--- config.mk ---
export PLATFORM = sky130hd
export DESIGN_NAME = dff_rr_writer
export DESIGN_NICKNAME = d
export VERILOG_FILES = /design/src/rtl/dff_rr_pkg.sv /design/src/rtl/dff.sv /design/src/rtl/dff_rr_writer_rr_grant.sv /design/src/rtl/dff_rr_writer.sv
export SDC_FILE = /design/constraint.sdc
export NUM_CORES = 1
export LEC_CHECK = 0
export CORE_ASPECT_RATIO = 1.2
export CORE_MARGIN = 3
export CORE_UTILIZATION = 47
export DETAILED_ROUTE_END_ITERATION = 8
export GPL_TIMING_DRIVEN = 0
export PLACE_DENSITY = 0.85
export SLEW_MARGIN = 20
export SYNTH_ARGS = -nofsm -noshare
export SYNTH_HDL_FRONTEND = slang
export SYNTH_SLANG_ARGS = --single-unit
export TNS_END_PERCENT = 100
--- constraint.sdc ---
create_clock -name clk -period 6.3 [get_ports clk]
set_clock_uncertainty 0.1 [all_clocks]
set_input_delay 1.575 -clock clk [delete_from_list [all_inputs] [get_ports clk]]
set_output_delay 1.575 -clock clk [all_outputs]
set_load 0.05 [all_outputs]
--- src/rtl/dff_rr_pkg.sv ---
// Shared helpers for the round-robin register writer.
// Index width, reset default and index typedefs.
package dff_rr_pkg;

  localparam int DEFAULT_RESET_VAL = 0;
  localparam int MAX_IDX_W = 4;

  typedef logic [MAX_IDX_W-1:0] idx_max_t;

  function automatic int idx_w(input int n);
    return (n > 2) ? $clog2(n) : 1;
  endfunction

endpackage

--- src/rtl/dff.sv ---
// Plain storage register with async active-low reset.
// Write-enable logic lives in front of d.
module Dff #(
  parameter int WIDTH = 8,
  parameter logic [WIDTH-1:0] RESET_VAL = '0
) (
  input  logic             clk,
  input  logic             rst,
  input  logic [WIDTH-1:0] d,
  output logic [WIDTH-1:0] q
);

  always_ff @(posedge clk or negedge rst) begin
    if (!rst) q <= RESET_VAL;
    else      q <= d;
  end

endmodule

--- src/rtl/dff_rr_writer_rr_grant.sv ---
// Combinational rotate-priority-rotate one-hot arbiter.
// Lowest valid index at or above ptr (mod N) wins.
module rr_grant
  import dff_rr_pkg::*;
#(
  parameter int N  = 4,
  parameter int IW = idx_w(N)
) (
  input  logic [N-1:0]  valid,
  input  logic [IW-1:0] ptr,
  output logic [N-1:0]  grant,
  output logic [IW-1:0] grant_idx
);

  logic [N-1:0] rot;
  int           sel;
  int           idx;

  always_comb begin
    rot       = '0;
    grant     = '0;
    grant_idx = '0;
    sel       = 0;
    idx       = 0;
    for (int j = 0; j < N; j++) begin
      idx    = j + int'(ptr);
      if (idx >= N) idx = idx - N;
      rot[j] = valid[idx];
    end
    for (int k = N - 1; k >= 0; k--) begin
      if (rot[k]) sel = k;
    end
    idx = sel + int'(ptr);
    if (idx >= N) idx = idx - N;
    if (|rot) begin
      grant[idx] = 1'b1;
      grant_idx  = IW'(idx);
    end
  end

endmodule

--- src/rtl/dff_rr_writer.sv ---
// Round-robin arbiter sharing one Dff register among N writers.
// Tracks last owner, pulses q_upd, counts accepted writes.
module dff_rr_writer
  import dff_rr_pkg::*;
#(
  parameter int N         = 4,
  parameter int WIDTH     = 8,
  parameter int RESET_VAL = DEFAULT_RESET_VAL,
  parameter int CNT_W     = 8
) (
  input  logic                   clk,
  input  logic                   rst,
  input  logic                   clr,
  input  logic [N-1:0]           req_valid,
  input  logic [N*WIDTH-1:0]     req_data,
  output logic [N-1:0]           req_ready,
  output logic [WIDTH-1:0]       q,
  output logic [$clog2(N)-1:0]   q_owner,
  output logic                   q_upd,
  output logic [CNT_W-1:0]       upd_count
);

  localparam int IW = idx_w(N);
  localparam logic [WIDTH-1:0] RV = WIDTH'(RESET_VAL);

  typedef logic [IW-1:0] owner_t;

  owner_t           ptr;
  owner_t           gidx;
  owner_t           owner;
  logic [N-1:0]     grant;
  logic             xfer;
  logic [WIDTH-1:0] d;

  rr_grant #(.N(N), .IW(IW)) u_grant (
    .valid     (req_valid),
    .ptr       (ptr),
    .grant     (grant),
    .grant_idx (gidx)
  );

  // No grant during reset or clear, so no transfer can slip through.
  assign req_ready = (rst && !clr) ? grant : '0;
  assign xfer      = |req_ready;
  assign q_owner   = owner;

  always_comb begin
    d = q;
    unique case (1'b1)
      clr:     d = RV;
      xfer:    d = req_data[gidx*WIDTH +: WIDTH];
      default: d = q;
    endcase
  end

  Dff #(.WIDTH(WIDTH), .RESET_VAL(RV)) u_q (
    .clk (clk),
    .rst (rst),
    .d   (d),
    .q   (q)
  );

  always_ff @(posedge clk or negedge rst) begin
    if (!rst) begin
      ptr <= '0;
    end else if (xfer) begin
      ptr <= (gidx == IW'(N - 1)) ? '0 : gidx + IW'(1);
    end
  end

  always_ff @(posedge clk or negedge rst) begin
    if (!rst) begin
      owner     <= '0;
      q_upd     <= 1'b0;
      upd_count <= '0;
    end else begin
      q_upd <= xfer;
      if (clr) begin
        owner     <= '0;
        upd_count <= '0;
      end else if (xfer) begin
        owner <= gidx;
        if (upd_count != '1) upd_count <= upd_count + CNT_W'(1);
      end
    end
  end

endmodule
==> metrics.txt <==
GPL Wtd Cong=between 0.8 and 0.9; cell internal pwr=roughly 470 uW; Worst Path Arrival=~4.5 ns; Ant. Diodes=0; CP startpoint=req_valid[1]; simple-gate share of the synthesized area=roughly a quarter; Post-Synth Adder-Cell Area=under 10%; initial antenna violation count=0; io pins=62; worst r2r dst=u_q.q[7]; most frequent cells in the layout=clkdlybuf4s50_1, dfrtp_1, nand2_1; critical path class=input pin to primary output; Avg WL per Cell=17.5 um; synth unique cells=54; largest net degree at the start of global routing=28; actual slew at the worst max-slew pin=0.717 ns; Peak Freq=~160 MHz; leakage dissipation=just over 0.0009 uW; Mean Syn Cell Area=9.68 um2; Routed Antenna Nets=0; Design Power=between 900 and 1000 uW; xor/xnor share of the synthesized area=about 3.8%; Yosys top cell by area=dfrtp_1; std cell rows=22; hold_sp=u_q.q[0]; share of layout cells above drive strength 1=approximately 22%; mux share of post-synthesis cell area=under 10%; total CTS buffers=3; htree depth=1; Worst Setup End Kind=primary output; clock-pin slew on the worst setup and hold paths=0.12 ns; Seq/Total Area, Yosys=approximately a third; Hold Fails Final Rpt=0; r2r startpoint=ptr[0]; Post-Syn Instances=about 170; gr usage total=around 24%; Worst Hold Depth=2; Die Area=4160 um2; I/O Buffers=60; clk_lat worst skew=0.31 ns; Synth Cell Area=between 1500 and 2000 um2; max cap viols=0; Synth Flop Type=dfrtp_1; TritonCTS clock tree=done; Switching Fraction=about half; most common cell after layout, fill and taps aside=clkdlybuf4s50_1; power density cells=around 420 nW/um2; Layout Nets=around 280; vias per cell=6.13; Worst Hold Path EP=u_q.q[0]; detailed-route via count=1649; final setup fails=0; die width=roughly 59 um; DRC viols=0; Synth Area in Compound Gates=~28%; post-synth top area share=between 30% and 40%; clk root buf=clkbuf_4; Tmin final=6.18 ns; Hold Path Class=flip-flop to flip-flop; initial drt markers=between 100 and 150; dpl hpwl=approximately 3600 um; reg-to-reg slack, setup=3.31 ns; combinational power share=between 70 and 80%; outcome=finished, final reports clean; ys async rst share=100%; sequential share of power=19.6%; Core Area=3170 um2; vias in the first global route=between 1500 and 2000; Final Util=approximately 73%; Initial Util=roughly half; CP max FO=8; Pre-Repair DR Iteration Count=4; fill cell count=235; slew margin rel.=between 50% and 60%; Max Buffers Root-to-Sink=2; CP Launch Type=input pin; area of the multi-input gates=roughly 1000 um2; reg2reg path depth=10; Final Cycle Share=a little over nine tenths; die height=70.0 um; synth top area cells=dfrtp_1, o41ai_2, mux2_2; register area=approximately 530 um2; Area growth syn-to-layout=43.5%; clk sink count=21; grt ovf=0; P_sw=around 490 uW; Clk network pwr share=6.8%; Slew Viols, Final=0; Synth Net Count=between 200 and 250; Worst EP required=4.62 ns; Syn. warnings=0; first-pass GRT wire length=approximately 8000 um; CTS Hold Buffers Added=0; Synth Register Bits=21; VDD IR max=slightly below 0.0003 V; EDFF count, synth=0; routed wire length=roughly 4700 um; largest family of logic cells by synthesized area=compound AO/OA/AOI/OAI gates
through the flow:
| stage | TNS (ns) | cell area [um2] | setup slack [ns] | hold WS (ns) | instances |
|---|---|---|---|---|---|
| floorplan | 0 | 1610 | 0.170 | 0.517 | 166 |
| global placement | -1.41 | 2250 | -0.533 | 0.364 | 262 |
| detailed placement | -1.79 | 2250 | -0.634 | 0.366 | 262 |
| CTS | -0.0321 | 2290 | -0.0321 | 0.397 | 266 |
| global route | -0.00898 | 2310 | -0.00898 | 0.418 | 269 |
| finish | 0 | 2310 | 0.118 | 0.397 | 269 |
registers in the layout, indices dropped and copies added, names as in the netlist:
| signal | cells |
|---|---|
| q_owner | 2 |
| u_q.q | 8 |
| ptr | 2 |
| upd_count | 8 |
| q_upd | 1 |
timing repair:
item	4_1_cts	5_1_grt
setup buffers	0	3
resized for setup	15	11
pin swaps	0	1
endpoints found under the hold margin	0	0
endpoints found under the setup margin	4	4
power by group through the flow:
stage               combinational [uW]  sequential, uW  clock (uW)
floorplan                          399             276           0
global placement                   642             188           0
detailed placement                 662             190           0
CTS                                669             187        67.0
global route                       756             191        73.6
finish                             707             188        65.6
worst max-delay path, cell delays in order:
cell,delay [ns]
clkdlybuf4s50_1,0.61
nor2_1,0.11
or4_2,0.56
o2111ai_1,0.13
ha_2,0.27
and2_1,0.17
nor2_1,0.09
nor3_4,0.33
nor2_1,0.12
nor4b_2,0.26
clkbuf_4,0.28
synth_stat cells (all sizes together) (2+ instances only):
master and n:
a211oi 8, a21oi 7, a31oi 8, and2b 2, buf 5, clkbuf 2, dfrtp 21, ha 2
inv 2, mux2 8, nand2 18, nand3 3, nand4 3, nor2 18, nor3 12, o2111ai 2
o21ai 5, o41ai 8, or3 3, or4 2, xnor2 3, xor2 4
layout make-up:
| type | instances | share of cell area, % |
|---|---|---|
| Timing Repair Buffer | 63 | 26.3 |
| Buffer | 8 | 2.60 |
| Sequential cell | 21 | 22.8 |
| Tap cell | 36 | 1.95 |
| Clock inverter | 1 | 0.217 |
| Clock buffer | 3 | 0.977 |
| Inverter | 2 | 0.326 |
| Multi-Input combinational cell | 135 | 44.8 |
worst max-delay path by stage:
stage               depth (start not counted)      endpoint  slack (ns)
CTS                                        11  req_ready[1]       -0.03
finish                                     11  req_ready[1]        0.12
detailed placement                         11  req_ready[1]       -0.63
floorplan                                   9  req_ready[0]        0.17
global route                               11  req_ready[1]      -0.009
global placement                           11  req_ready[1]       -0.53
metal layers:
| layer | global-route usage (%) | wire, um | up-vias |
|---|---|---|---|
| li1 | - | - | 769 |
| met1 | 32.4 | 2030 | 815 |
| met2 | 38.5 | 2400 | 49 |
| met3 | 2.22 | 127 | 16 |
| met4 | 11.6 | 164 | 0 |
| met5 | 0 | 0 | - |
logic make-up after synthesis:
family | Yosys count
AND/OR/NAND/NOR | 69
AO/OA/AOI/OAI | 48
flip-flops | 21
buffers and inverters | 10
multiplexers | 9
XOR/XNOR | 7
adder cells (fa/ha/maj) | 2
Power figures use the tool's default switching activity.
